`src/rtl/draw_sched_pkg.sv`:
```
// Shared types for the draw_sched scheduler: box record, sequencer states and
// coordinate field widths.
package draw_pkg;

    localparam int XW = 11;
    localparam int YW = 11;
    localparam int SW = 8;

    typedef struct packed {
        logic [XW-1:0] x;
        logic [YW-1:0] y;
        logic [SW-1:0] w;
        logic [SW-1:0] h;
    } box_t;

    localparam int BOX_W = $bits(box_t);

    typedef enum logic [2:0] {
        ST_IDLE   = 3'd0,
        ST_CLEAR  = 3'd1,
        ST_ISSUE  = 3'd2,
        ST_GAP    = 3'd3,
        ST_UPDATE = 3'd4
    } state_t;

endpackage

```
`src/rtl/draw_sched_if.sv`:
```
// Requester streams and engine strobes of draw_sched. master = requesters and
// draw engine side, slave = the scheduler.
interface draw_sched_if
    import draw_pkg::*;
#(
    parameter int NREQ = 2
);
    // Requester i hands over req_box slice i on any rising clk edge where
    // req_valid[i] & req_ready[i]; valid may rise freely, ready never waits on
    // anything but valid, the FIFO level and the round-robin pointer.
    logic [NREQ-1:0]       req_valid;
    logic [NREQ-1:0]       req_ready;
    logic [NREQ*BOX_W-1:0] req_box;

    logic                  add_sq;
    logic                  clear;
    logic                  update;
    logic [XW-1:0]         x;
    logic [YW-1:0]         y;
    logic [SW-1:0]         w;
    logic [SW-1:0]         h;

    modport master (
        output req_valid, req_box,
        input  req_ready, add_sq, clear, update, x, y, w, h
    );

    modport slave (
        input  req_valid, req_box,
        output req_ready, add_sq, clear, update, x, y, w, h
    );

endinterface

```
`src/rtl/draw_box_fifo.sv`:
```
// Single-clock box FIFO with a first-word-fall-through head; push is ignored
// when full and pop when empty.
module draw_box_fifo
    import draw_pkg::*;
#(
    parameter int DEPTH = 16
) (
    input  logic                   clk,
    input  logic                   rst,
    input  logic                   push,
    input  box_t                   push_box,
    input  logic                   pop,
    output box_t                   head,
    output logic                   full,
    output logic                   empty,
    output logic [$clog2(DEPTH):0] count
);

    localparam int AW = $clog2(DEPTH);

    box_t          r_mem [DEPTH];
    logic [AW-1:0] r_wr_ptr;
    logic [AW-1:0] r_rd_ptr;
    logic [AW:0]   r_count;
    logic          w_do_push;
    logic          w_do_pop;

    assign full      = (r_count == (AW+1)'(DEPTH));
    assign empty     = (r_count == '0);
    assign count     = r_count;
    assign head      = r_mem[r_rd_ptr];
    assign w_do_push = push && !full;
    assign w_do_pop  = pop && !empty;

    always_ff @(posedge clk) begin
        if (rst) begin
            r_wr_ptr <= '0;
            r_rd_ptr <= '0;
            r_count  <= '0;
        end else begin
            if (w_do_push) r_wr_ptr <= r_wr_ptr + AW'(1);
            if (w_do_pop)  r_rd_ptr <= r_rd_ptr + AW'(1);
            case ({w_do_push, w_do_pop})
                2'b10:   r_count <= r_count + (AW+1)'(1);
                2'b01:   r_count <= r_count - (AW+1)'(1);
                default: r_count <= r_count;
            endcase
        end
    end

    always_ff @(posedge clk) begin
        if (w_do_push) r_mem[r_wr_ptr] <= push_box;
    end

endmodule

```
`src/rtl/draw_sched.sv`:
```
// Round-robin box collector and per-frame clear/add_sq/update sequencer for the
// draw overlay engine. Optional DRAW_SCHED_HOLD_EN: skip empty frames entirely.
module draw_sched
    import draw_pkg::*;
#(
    parameter int NREQ    = 2,
    parameter int DEPTH   = 16,
    parameter int GAP_CYC = 4
) (
    input  logic          clk,
    input  logic          rst,
    input  logic          vsync,
    draw_sched_if.slave   bus,
    output logic          busy,
    output logic          overrun,
    output logic [15:0]   drop_cnt,
    output state_t        o_dbg_state
);

    localparam int PW = (NREQ > 1) ? $clog2(NREQ) : 1;
    localparam int CW = $clog2(DEPTH) + 1;
    localparam int GW = $clog2(GAP_CYC + 1);

    state_t          r_state;
    state_t          w_state_nx;
    logic            r_vsync_q;
    logic            w_vs_rise;
    logic [PW-1:0]   r_rr_ptr;
    logic [PW-1:0]   w_win_idx;
    logic            w_win_vld;
    logic            w_accept;
    logic [NREQ-1:0] w_ready;
    box_t            w_win_box;
    box_t            w_head;
    logic            w_full;
    logic            w_empty;
    logic            w_pop;
    logic [CW-1:0]   w_count;
    logic [CW-1:0]   r_n_left;
    logic [GW-1:0]   r_gap_cnt;
    logic            w_gap_done;
    box_t            r_box_out;
    logic            r_overrun;
    logic [15:0]     r_drop_cnt;

    // Lowest-index valid at or above the pointer wins; otherwise the lowest
    // valid below it (second loop overrides the first).
    always_comb begin
        w_win_vld = 1'b0;
        w_win_idx = '0;
        for (int i = NREQ - 1; i >= 0; i--) begin
            if (bus.req_valid[i] && (i < int'(r_rr_ptr))) begin
                w_win_vld = 1'b1;
                w_win_idx = PW'(i);
            end
        end
        for (int i = NREQ - 1; i >= 0; i--) begin
            if (bus.req_valid[i] && (i >= int'(r_rr_ptr))) begin
                w_win_vld = 1'b1;
                w_win_idx = PW'(i);
            end
        end
    end

    always_comb begin
        w_ready = '0;
        for (int i = 0; i < NREQ; i++) begin
            w_ready[i] = !w_full && w_win_vld && (w_win_idx == PW'(i));
        end
    end

    assign bus.req_ready = w_ready;
    assign w_accept      = w_win_vld && !w_full;
    assign w_win_box     = box_t'(bus.req_box[int'(w_win_idx)*BOX_W +: BOX_W]);

    draw_box_fifo #(
        .DEPTH (DEPTH)
    ) u_fifo (
        .clk      (clk),
        .rst      (rst),
        .push     (w_accept),
        .push_box (w_win_box),
        .pop      (w_pop),
        .head     (w_head),
        .full     (w_full),
        .empty    (w_empty),
        .count    (w_count)
    );

    assign w_vs_rise  = vsync && !r_vsync_q;
    assign w_pop      = (r_state == ST_ISSUE) && !w_empty;
    assign w_gap_done = (r_gap_cnt == GW'(GAP_CYC - 1));

    always_ff @(posedge clk) begin
        if (rst) begin
            r_state <= ST_IDLE;
        end else begin
            r_state <= w_state_nx;
        end
    end

    always_comb begin
        w_state_nx = r_state;
        case (r_state)
            ST_IDLE: begin
                if (w_vs_rise) begin
`ifdef DRAW_SCHED_HOLD_EN
                    if (w_count != '0) w_state_nx = ST_CLEAR;
`else
                    w_state_nx = ST_CLEAR;
`endif
                end
            end
            ST_CLEAR:  w_state_nx = (r_n_left != '0) ? ST_ISSUE : ST_UPDATE;
            ST_ISSUE:  w_state_nx = ST_GAP;
            ST_GAP: begin
                if (w_gap_done) w_state_nx = (r_n_left != '0) ? ST_ISSUE : ST_UPDATE;
            end
            ST_UPDATE: w_state_nx = ST_IDLE;
            default:   w_state_nx = ST_IDLE;
        endcase
    end

    // The box is latched on entry to ISSUE from the FIFO head and popped at
    // the end of ISSUE, so x/y/w/h are valid exactly while add_sq is high.
    always_ff @(posedge clk) begin
        if (rst) begin
            r_vsync_q  <= 1'b0;
            r_rr_ptr   <= '0;
            r_n_left   <= '0;
            r_gap_cnt  <= '0;
            r_box_out  <= '0;
            r_overrun  <= 1'b0;
            r_drop_cnt <= '0;
        end else begin
            r_vsync_q <= vsync;
            if (w_accept) begin
                r_rr_ptr <= (w_win_idx == PW'(NREQ - 1)) ? '0 : w_win_idx + PW'(1);
            end
            if ((r_state == ST_IDLE) && (w_state_nx == ST_CLEAR)) begin
                r_n_left <= w_count;
            end else if (w_pop) begin
                r_n_left <= r_n_left - CW'(1);
            end
            r_gap_cnt <= (r_state == ST_GAP) ? r_gap_cnt + GW'(1) : '0;
            if (w_state_nx == ST_ISSUE) r_box_out <= w_head;
            if (w_vs_rise && (r_state != ST_IDLE)) r_overrun <= 1'b1;
            if (w_full && (|bus.req_valid) && (r_drop_cnt != 16'hFFFF)) begin
                r_drop_cnt <= r_drop_cnt + 16'd1;
            end
        end
    end

    assign bus.add_sq  = (r_state == ST_ISSUE);
    assign bus.clear   = (r_state == ST_CLEAR);
    assign bus.update  = (r_state == ST_UPDATE);
    assign bus.x       = r_box_out.x;
    assign bus.y       = r_box_out.y;
    assign bus.w       = r_box_out.w;
    assign bus.h       = r_box_out.h;
    assign busy        = (r_state != ST_IDLE);
    assign overrun     = r_overrun;
    assign drop_cnt    = r_drop_cnt;
    assign o_dbg_state = r_state;

endmodule

```
`src/flat_wrapper.sv`:
```
// flat-port wrapper written by rule: the top's interface ports become plain ports
module draw_sched_flat import draw_pkg::*;
#(
    parameter int NREQ    = 2,
    parameter int DEPTH   = 16,
    parameter int GAP_CYC = 4
)
  (clk, rst, vsync, busy, overrun, drop_cnt, o_dbg_state, bus_req_valid, bus_req_box, bus_req_ready, bus_add_sq, bus_clear, bus_update, bus_x, bus_y, bus_w, bus_h);
  draw_sched_if #(.NREQ(NREQ)) bus_i ();
  input  logic clk;
  input  logic rst;
  input  logic vsync;
  output logic busy;
  output logic overrun;
  output logic [15:0] drop_cnt;
  output state_t o_dbg_state;
  input wire logic [$bits(bus_i.req_valid)-1:0] bus_req_valid;
  input wire logic [$bits(bus_i.req_box)-1:0] bus_req_box;
  output wire logic [$bits(bus_i.req_ready)-1:0] bus_req_ready;
  output wire logic [$bits(bus_i.add_sq)-1:0] bus_add_sq;
  output wire logic [$bits(bus_i.clear)-1:0] bus_clear;
  output wire logic [$bits(bus_i.update)-1:0] bus_update;
  output wire logic [$bits(bus_i.x)-1:0] bus_x;
  output wire logic [$bits(bus_i.y)-1:0] bus_y;
  output wire logic [$bits(bus_i.w)-1:0] bus_w;
  output wire logic [$bits(bus_i.h)-1:0] bus_h;
  assign bus_i.req_valid = bus_req_valid;
  assign bus_i.req_box = bus_req_box;
  assign bus_req_ready = bus_i.req_ready;
  assign bus_add_sq = bus_i.add_sq;
  assign bus_clear = bus_i.clear;
  assign bus_update = bus_i.update;
  assign bus_x = bus_i.x;
  assign bus_y = bus_i.y;
  assign bus_w = bus_i.w;
  assign bus_h = bus_i.h;
  draw_sched #(.NREQ(NREQ), .DEPTH(DEPTH), .GAP_CYC(GAP_CYC)) u_core (.clk(clk), .rst(rst), .vsync(vsync), .bus(bus_i), .busy(busy), .overrun(overrun), .drop_cnt(drop_cnt), .o_dbg_state(o_dbg_state));
endmodule
```
`config.mk`:
```
export PLATFORM = sky130hd
export DESIGN_NAME = draw_sched_flat
export DESIGN_NICKNAME = d
export VERILOG_FILES = /design/src/rtl/draw_sched_pkg.sv /design/src/rtl/draw_sched_if.sv /design/src/rtl/draw_box_fifo.sv /design/src/rtl/draw_sched.sv /design/src/flat_wrapper.sv
export SDC_FILE = /design/constraint.sdc
export NUM_CORES = 1
export LEC_CHECK = 0
export ABC_AREA = 1
export CAP_MARGIN = 20
export CORE_ASPECT_RATIO = 0.9
export CORE_MARGIN = 3
export CORE_UTILIZATION = 60
export CTS_CLUSTER_SIZE = 30
export DETAILED_ROUTE_END_ITERATION = 8
export PLACE_DENSITY = 0.8
export SLEW_MARGIN = 20
export SYNTH_ARGS = -nofsm -noshare
export SYNTH_HDL_FRONTEND = slang
export SYNTH_SLANG_ARGS = --single-unit
```
`constraint.sdc`:
```
create_clock -name clk -period 9.5 [get_ports clk]
set_clock_uncertainty 0.1 [all_clocks]
set_input_delay 1.9 -clock clk [delete_from_list [all_inputs] [get_ports clk]]
set_output_delay 1.9 -clock clk [all_outputs]
set_load 0.02 [all_outputs]
```
Word level (Yosys, flattened, before mapping)
Memory sizes are Yosys's and may differ from the RTL's. A register that Yosys moved wholly into a read port is not among the register bits.
Cells that the tools add are included.
Word-level totals
  flip-flop bits (word level): 43
  input bits: 81
  memory bits (writable): 608
  memories: 1
  output and inout port bits: 64
Operators by class
  equal/unequal tests: 11
  magnitude comparators: 2
  $mul: 1
  mux-type cells: 15
  add/sub/neg operators: 8
  bitwise gates (word level): 2
  shift operators: 1
  reductions and logical operators: 24
Memories
  u_core.u_fifo.r_mem: words 16, bits a word 38, rd ports 1, clocked after memory_dff 1, write ports 1, line draw_box_fifo.sv:21  | box_t r_mem [DEPTH];
Operator list (number)
  $shiftx 76x32->38: 1
  $add 16x1->16 const B: 1
  $ne 16x16->1 const B: 1
  $logic_and 1x1->1: 13
  $eq 3x2->1 const B: 4
  $pmux 3 s4: 1
  $mux 5: 2
  $pmux 5 s2: 1
  $sub 5x1->5 const B: 2
  $mux 3: 3
  $add 4x1->4 const B: 2
  $mux 1: 8
  $eq 3x1->1 const B: 2
  $mul 1x5->6 const B: 1
  $add 5x1->5 const B: 1
  $eq 5x5->1 const B: 1
  $logic_not 5->1: 1
  $reduce_bool 5->1: 1
  $reduce_bool 2->1: 2
  $reduce_or 2->1: 2
  $add 3x1->3 const B: 1
  $eq 3x3->1 const B: 1
  $logic_not 1->1: 3
  $logic_not 3->1: 1
  7 further kinds: 8

Logic depth before layout (Yosys ltp)
Gate-level depths: netlist of the first run.
  word-level depth: 9
  gate-level depth with buffers: 13
  depth with buffers taken out: 13

Modules after synthesis
From an unflattened synthesis of the first run, not the netlist that was laid out.
Second synthesis, totals
  cell total of the unflattened synthesis: 2359
  area, all modules: 29105.4 um2
Modules (own cells, without submodules)
  draw_box_fifo: seq. area each 18597.8 um2, area an instance 25166.6 um2, times used 1, cells an instance 1732
  draw_sched: seq. area each 1361.3 um2, area an instance 3938.8 um2, times used 1, cells an instance 627

Least setup slack after synthesis of the first run
OpenSTA, ideal clock, no wires.
  kind: input-to-output
  from: input port bus_req_valid[0]
  to: output port bus_req_ready[1]
  path slack: 4.698 ns
  data arrival time: 2.802 ns
  required time: 7.500 ns
  cell stages on the path: 7
  path buffers: 2
  path through: inv_1 > o21ai_0 > inv_1 > buf_2 > clkbuf_1 > nand2_1 > inv_1
On the way
  cells in the longest elaborated chain, start to end: 6
Ends and longest elaborated chain
  start, declared: line flat_wrapper.sv:17  | input wire logic [$bits(bus_i.req_valid)-1:0] bus_req_valid;
  $logic_and 1x1->1: line draw_sched.sv:52  | if (bus.req_valid[i] && (i < int'(r_rr_ptr))) begin
  $mux 1: line draw_sched.sv:52
  $mux 1 (2 in series): line draw_sched.sv:58  | if (bus.req_valid[i] && (i >= int'(r_rr_ptr))) begin
  $logic_and 1x1->1: line draw_sched.sv:68  | w_ready[i] = !w_full && w_win_vld && (w_win_idx == PW'(i));
  $logic_and 1x1->1 (*): line draw_sched.sv:68
  end, declared: line flat_wrapper.sv:19  | output wire logic [$bits(bus_i.req_ready)-1:0] bus_req_ready;
Every way passes the cells marked *; elsewhere a longest branch is shown, timed or not.

Worst setup path in the final report of the first run
  from: input port bus_req_valid[0]
  to: output port bus_req_ready[0]
Same word-level chain as after synthesis.

==> impl_metrics.toml, run 1 <==
[critical_path]
critPathLaunch = "bus_req_valid[0]"
critical-path-slowest-cell = "sky130_fd_sc_hd__clkdlybuf4s50_1"
slowest_delay_ns = 0.63
critical_path.endpoint_type = "output pin"
worst-endpoint-required_ns = 7.50
path_cells = "clkdlybuf4s50_1, inv_1, o21ai_4, buf_4, inv_2, nor2_1, clkdlybuf4s50_1"
critical_path_fanouts_max = 40
critical_path.most_common_cell = "sky130_fd_sc_hd__clkdlybuf4s50_1"
cp.arrival_ns = 4.61
timing_worst_setup_path_type = "primary input to output pin"
type_of_origin_of_the_critical_path = "primary input"
crit-reg2reg-launch = "u_core.u_fifo.r_rd_ptr[1]"

[logic_synthesis]
number_of_enable_type_register_cells_in_the_synthesized_netlist = 608
synth.distinct_cells = 32
synth_top_cell_area_share = 0.640
post_synth_instance_area_um2 = 28500
postSynthCellCount = 2688
ys_seq_elements = 689
yosysTopAreaCell = "sky130_fd_sc_hd__edfxtp_1"
synthMostInstantiatedCell = "sky130_fd_sc_hd__nand2_1"
synth_flop_cell = "sky130_fd_sc_hd__edfxtp_1"
sequential_cell_area_fraction_in_the_yosys_report = 0.697
post_synth.cell_area_avg_um2 = 10.6
post_synth_top_cells = "sky130_fd_sc_hd__nand2_1 (1007), sky130_fd_sc_hd__edfxtp_1 (608), sky130_fd_sc_hd__nand3_1 (511)"
ys_top_cells_by_area = "sky130_fd_sc_hd__edfxtp_1 (64%), sky130_fd_sc_hd__nand2_1 (13%), sky130_fd_sc_hd__nand3_1 (9.0%)"
yosysWarningCount = 0
synth.net_count = 2784
synth-async-reset-ratio = 0

[power_and_ir_drop]
relative_contribution_of_combinational_cells_to_total_power = 0.156
power.share.switching = 0.265
p_clk_frac = 0.356
ir_drop_mv = 0.176
power_density_nw_per_um2 = 222
power.switching_mw = 1.91
static-leakage-power_nw = 12.1
pwr-share-seq = 0.488
p_int_mw = 5.32

[layout]
antenna-diode-count = 0
syn_to_final_growth_pct = 14.0
fin_cells = 3449
final_layout_size_suffix_gt1_frac = 0.0537
final_nets = 2877
multiInputGateArea_um2 = 7710
filler_cell_count = 3185
final-seq-area_um2 = 19900

[cts]
cts_max_level = 3
cts-root-to-sink-buffers = 3
post_cts_hold_buffer_count = 0
cts_buffers = 69
cts-resized-gates = 0
cts_num_sinks = 689
clock_network_latency_to_the_later_pin_of_the_worst_skew_pair_ns = 0.60
clockRootBuffer = "sky130_fd_sc_hd__clkbuf_16"
tritoncts = "done"
clk_pin_slew_worst_paths_ns = 0.06
cts_setup_buffers = 0

[global_route]
globalRoute.totalOverflow = 0
first_global_vias = 19721
antenna_found_initial = 0
grt_pass1_wl_mm = 109
grtUsageTotal = 0.282
grt_max_degree = 232

[routing]
drt-pass1-iter-count = 6
drc = 0
routed-via-count = 20557
detailedRoute.firstIterationViolations = 2731
drt-total-wl_mm = 71.4
antenna_left = 0
vias_per_cell = 5.96
wire_per_inst_um = 20.7

[min_path]
worstHoldPathType = "flop to flop"
min_from = "u_core.r_gap_cnt[0]"

[outcome]
run_status = "complete, no violations"

[placement]
dp_cells = 3326
gp_congestion = 0.833
io_buffer_count = 144
dp_hpwl_mm = 35.8

[floorplanning]
num_io_pins = 145
fp.dieArea_um2 = 50200
chip_height_um = 213
rows = 75
fp.dieW_um = 236
initial_utilization = 0.609
fp.coreArea_um2 = 46800

[timing]
slew_headroom = 0.183
setup_repair_after_global_routing_missed_its_margin = "false"
setup-violations-final = 0
finalSetupTns_ns = 0
max_freq_mhz = 151
min_period_over_period = 0.695
final_hold_violation_count = 0
tightestPinTransition_ns = 1.22
final_period_minus_worst_setup_slack_ns = 6.61
maxSlewViolCount = 0

[job]
cap_violations = 0
## kinds of logic (layout without fill, tap and decap cells)
| group | count (synthesis) | in the layout | share of synthesized area |
|---|---|---|---|
| and+or+nand+nor | 1670 | 1670 | 0.244 |
| DFF | 689 | 689 | 0.697 |
| buffers and inverters | 244 | 389 | 0.0375 |
| AOI/OAI and AO/OA | 56 | 56 | 0.0105 |
| adders and majority gates | 15 | 15 | 0.00684 |
| xor gates and xnor gates | 14 | 14 | 0.00430 |
## area by class of cell
| cell class | count | share of cell area |
|---|---|---|
| Multi-Input combinational cell | 1755 | 0.237 |
| Inverter | 93 | 0.0113 |
| Tap cell | 616 | 0.0237 |
| Sequential cell | 689 | 0.612 |
| Clock buffer | 100 | 0.0596 |
| Clock inverter | 23 | 0.00546 |
| Timing Repair Buffer | 173 | 0.0512 |
## power by group through the flow
stage | clock [mW] | sequential [mW] | combinational (mW)
2_1_floorplan | 0 | 3.61 | 0.715
6_report | 2.57 | 3.53 | 1.13
3_5_place_dp | 0 | 3.59 | 1.10
3_3_place_gp | 0 | 3.58 | 1.07
5_1_grt | 2.72 | 3.54 | 1.25
4_1_cts | 2.59 | 3.52 | 1.12
## per-layer routing
layer	global-route usage	wire length [um]	vias up
li1	-	-	9308
met1	0.387	27100	9751
met2	0.455	34400	1298
met3	0.0509	7600	200
met4	0.110	2340	0
met5	0	0	-
## metrics by stage
stage               worst slack [ns]  power, mW  cell area, um^2  utilization  hold WS [ns]
detailed placement              2.92       4.69            30400        0.649         0.312
CTS                             2.93       7.24            32500        0.694         0.326
global placement                2.93       4.65            30400        0.649         0.306
floorplan                       4.70       4.32            28500            -         0.299
finish                          2.90       7.23            32500        0.695         0.323
global route                    2.74       7.51            32500        0.695         0.344
## cell usage in the layout (no fill, tap or decap), types with 2 or more instances in the layout
cell,n
sky130_fd_sc_hd__xor2_1,9
sky130_fd_sc_hd__a21oi_1,32
sky130_fd_sc_hd__dfxtp_4,2
sky130_fd_sc_hd__nor2_1,118
sky130_fd_sc_hd__o21bai_1,2
sky130_fd_sc_hd__dfxtp_1,77
sky130_fd_sc_hd__bufinv_16,3
sky130_fd_sc_hd__nor2_2,2
sky130_fd_sc_hd__dfxtp_2,2
sky130_fd_sc_hd__inv_2,4
sky130_fd_sc_hd__nand4_1,7
sky130_fd_sc_hd__o21ai_4,2
sky130_fd_sc_hd__buf_4,28
sky130_fd_sc_hd__clkbuf_1,26
sky130_fd_sc_hd__clkinv_1,11
sky130_fd_sc_hd__clkbuf_16,73
sky130_fd_sc_hd__inv_1,86
sky130_fd_sc_hd__ha_1,14
sky130_fd_sc_hd__xnor2_1,5
sky130_fd_sc_hd__nand2_1,1007
sky130_fd_sc_hd__clkdlybuf4s50_1,143
sky130_fd_sc_hd__nand2_2,2
sky130_fd_sc_hd__nor2_4,17
sky130_fd_sc_hd__o21ai_0,18
sky130_fd_sc_hd__clkinv_2,10
sky130_fd_sc_hd__edfxtp_1,608
sky130_fd_sc_hd__nand3_1,511
## state kept, by name (all words and copies together), names as in the netlist
name                    flops
u_core.r_gap_cnt            3
u_core.o_dbg_state          3
u_core.bus.y               11
u_core.u_fifo.r_rd_ptr      4
u_core.bus.h                8
u_core.drop_cnt            16
u_core.r_vsync_q            1
u_core.r_n_left             5
u_core.overrun              1
u_core.bus.w                8
u_core.u_fifo.r_wr_ptr      4
u_core.u_fifo.r_mem       608
u_core.r_rr_ptr             1
u_core.u_fifo.count         5
u_core.bus.x               11
## critical path, delay by kind of cell
family	cells	cell delay, ns
compound gates	1	0.11
buf+inv	5	2.27
simple gates	1	0.29
## worst paths after layout
check / endpoint / slack (ns) / depth (start not counted)
min reg2reg: u_core.r_gap_cnt[0] / 0.32 / 1
max reg2reg: u_core.bus.h[6] / 6.14 / 9
min: u_core.r_gap_cnt[0] / 0.32 / 1
max: bus_req_ready[0] / 2.90 / 7
No activity file was read; power rests on OpenSTA's default activity.
==> run 2, diff against run 1 <==
==> constraint.sdc (replaced) <==
create_clock -name clk -period 6.5 [get_ports clk]
set_clock_uncertainty 0.1 [all_clocks]
set_input_delay 1.3 -clock clk [delete_from_list [all_inputs] [get_ports clk]]
set_output_delay 1.3 -clock clk [all_outputs]
set_load 0.02 [all_outputs]
==> impl_metrics.toml, run 2 (same netlist as run 1, synthesis figures left out) <==
[cts]
cts_num_sinks = 689
post_cts_hold_buffer_count = 0
tritoncts = "done"
cts_setup_buffers = 0
cts-resized-gates = 0
clock_network_latency_to_the_later_pin_of_the_worst_skew_pair_ns = 0.60
cts-root-to-sink-buffers = 3
cts_max_level = 3
cts_buffers = 67
clockRootBuffer = "sky130_fd_sc_hd__clkbuf_16"
clk_pin_slew_worst_paths_ns = 0.06

[timing]
setup-violations-final = 0
min_period_over_period = 0.709
finalSetupTns_ns = 0
final_period_minus_worst_setup_slack_ns = 4.61
final_hold_violation_count = 0
slew_headroom = 0.241
max_freq_mhz = 217
worst_hold_slack_across_all_endpoints_ns = 0.322
setup_repair_after_global_routing_missed_its_margin = "false"
setup_ws_ns = 1.89
tightestPinTransition_ns = 1.14
maxSlewViolCount = 0

[floorplanning]
num_io_pins = 145
chip_height_um = 213
fp.dieArea_um2 = 50200
fp.coreArea_um2 = 46800
initial_utilization = 0.609
rows = 75
fp.dieW_um = 236

[outcome]
run_status = "complete, no violations"

[layout]
final_nets = 2880
largest-register = "u_core.u_fifo.r_mem"
mostFrequentLayoutCell = "sky130_fd_sc_hd__nand2_1"
largest_reg_flops = 608
antenna-diode-count = 0
syn_to_final_growth_pct = 14.7
final_cell_area_um2 = 32700
leading_cell_types_in_the_layout_fill_and_taps_excluded = "sky130_fd_sc_hd__nand2_1 (1007), sky130_fd_sc_hd__edfxtp_1 (608), sky130_fd_sc_hd__nand3_1 (511), sky130_fd_sc_hd__clkdlybuf4s50_1 (143), sky130_fd_sc_hd__nor2_1 (118)"
final_layout_size_suffix_gt1_frac = 0.0592
fin_cells = 3454
final_core_utilization = 0.699

[critical_path]
type_of_origin_of_the_critical_path = "primary input"
critical_path.most_common_cell = "sky130_fd_sc_hd__clkdlybuf4s50_1"
path_cells = "clkdlybuf4s50_1, o21ai_4, inv_2, buf_4, nand2_1, inv_1, clkdlybuf4s50_1"
reg2reg_slack_ns = 3.36
critical_path_fanouts_max = 40
crit-reg2reg-launch = "u_core.u_fifo.count[0]"
timing_worst_setup_path_type = "primary input to output pin"
cp.arrival_ns = 3.21
critical_path.endpoint_type = "output pin"
critPathLaunch = "bus_req_valid[1]"
worst-endpoint-required_ns = 5.10
critical-path-slowest-cell = "sky130_fd_sc_hd__clkdlybuf4s50_1"
slowest_delay_ns = 0.59

[power_and_ir_drop]
ir_drop_mv = 0.191
static-leakage-power_nw = 12.2
power_density_nw_per_um2 = 330
finalPower_mw = 10.8

[global_route]
grt_pass1_wl_mm = 109
grtUsageTotal = 0.278
globalRoute.totalOverflow = 0
antenna_found_initial = 0
first_global_vias = 20126
grt_max_degree = 224

[min_path]
worstHoldPathType = "flop to flop"
min_from = "u_core.r_gap_cnt[0]"

[routing]
antenna_left = 0
drt-total-wl_mm = 70.6
routed-via-count = 20506
vias_per_cell = 5.94
drt-pass1-iter-count = 6
wire_per_inst_um = 20.5
drc = 0
detailedRoute.firstIterationViolations = 2453

[placement]
dp_cells = 3329
gp_congestion = 0.847
io_buffer_count = 144
place_area_um2 = 30400
dp_hpwl_mm = 38.0
pre_cts_ws_ns = 1.88

[job]
cap_violations = 0
[run 2: metal layers]
layer | GRT usage | share of wire | vias to the layer above
li1 | - | - | 9326
met1 | 0.364 | 0.38 | 9829
met2 | 0.464 | 0.49 | 1158
met3 | 0.0483 | 0.092 | 193
met4 | 0.124 | 0.038 | 0
met5 | 0 | 0 | -
[run 2: layout make-up]
cell class / instances / area, um^2
Clock buffer: 88 / 1910
Clock inverter: 35 / 340
Fill cell: 3136 / 14100
Inverter: 93 / 362
Multi-Input combinational cell: 1755 / 7710
Sequential cell: 689 / 19900
Tap cell: 616 / 771
Timing Repair Buffer: 178 / 1740
[run 2: where the power goes]
| group | internal, mW | total, mW | switching [mW] |
|---|---|---|---|
| sequential | 5.05 | 5.14 | 0.0886 |
| clock | 2.35 | 3.96 | 1.61 |
| combinational | 0.538 | 1.69 | 1.15 |
[run 2: path summary, 6_finish.rpt]
kind / to / depth (start not counted)
max: bus_req_ready[1] / 7
min: u_core.r_gap_cnt[0] / 1
max reg2reg: u_core.u_fifo.r_mem[3][2] / 7
min reg2reg: u_core.r_gap_cnt[0] / 1
[run 2: worst max-delay path: cells and delay by family]
family | cells | cell delay (ns)
buf+inv | 5 | 1.71
simple gates | 1 | 0.10
compound gates | 1 | 0.08
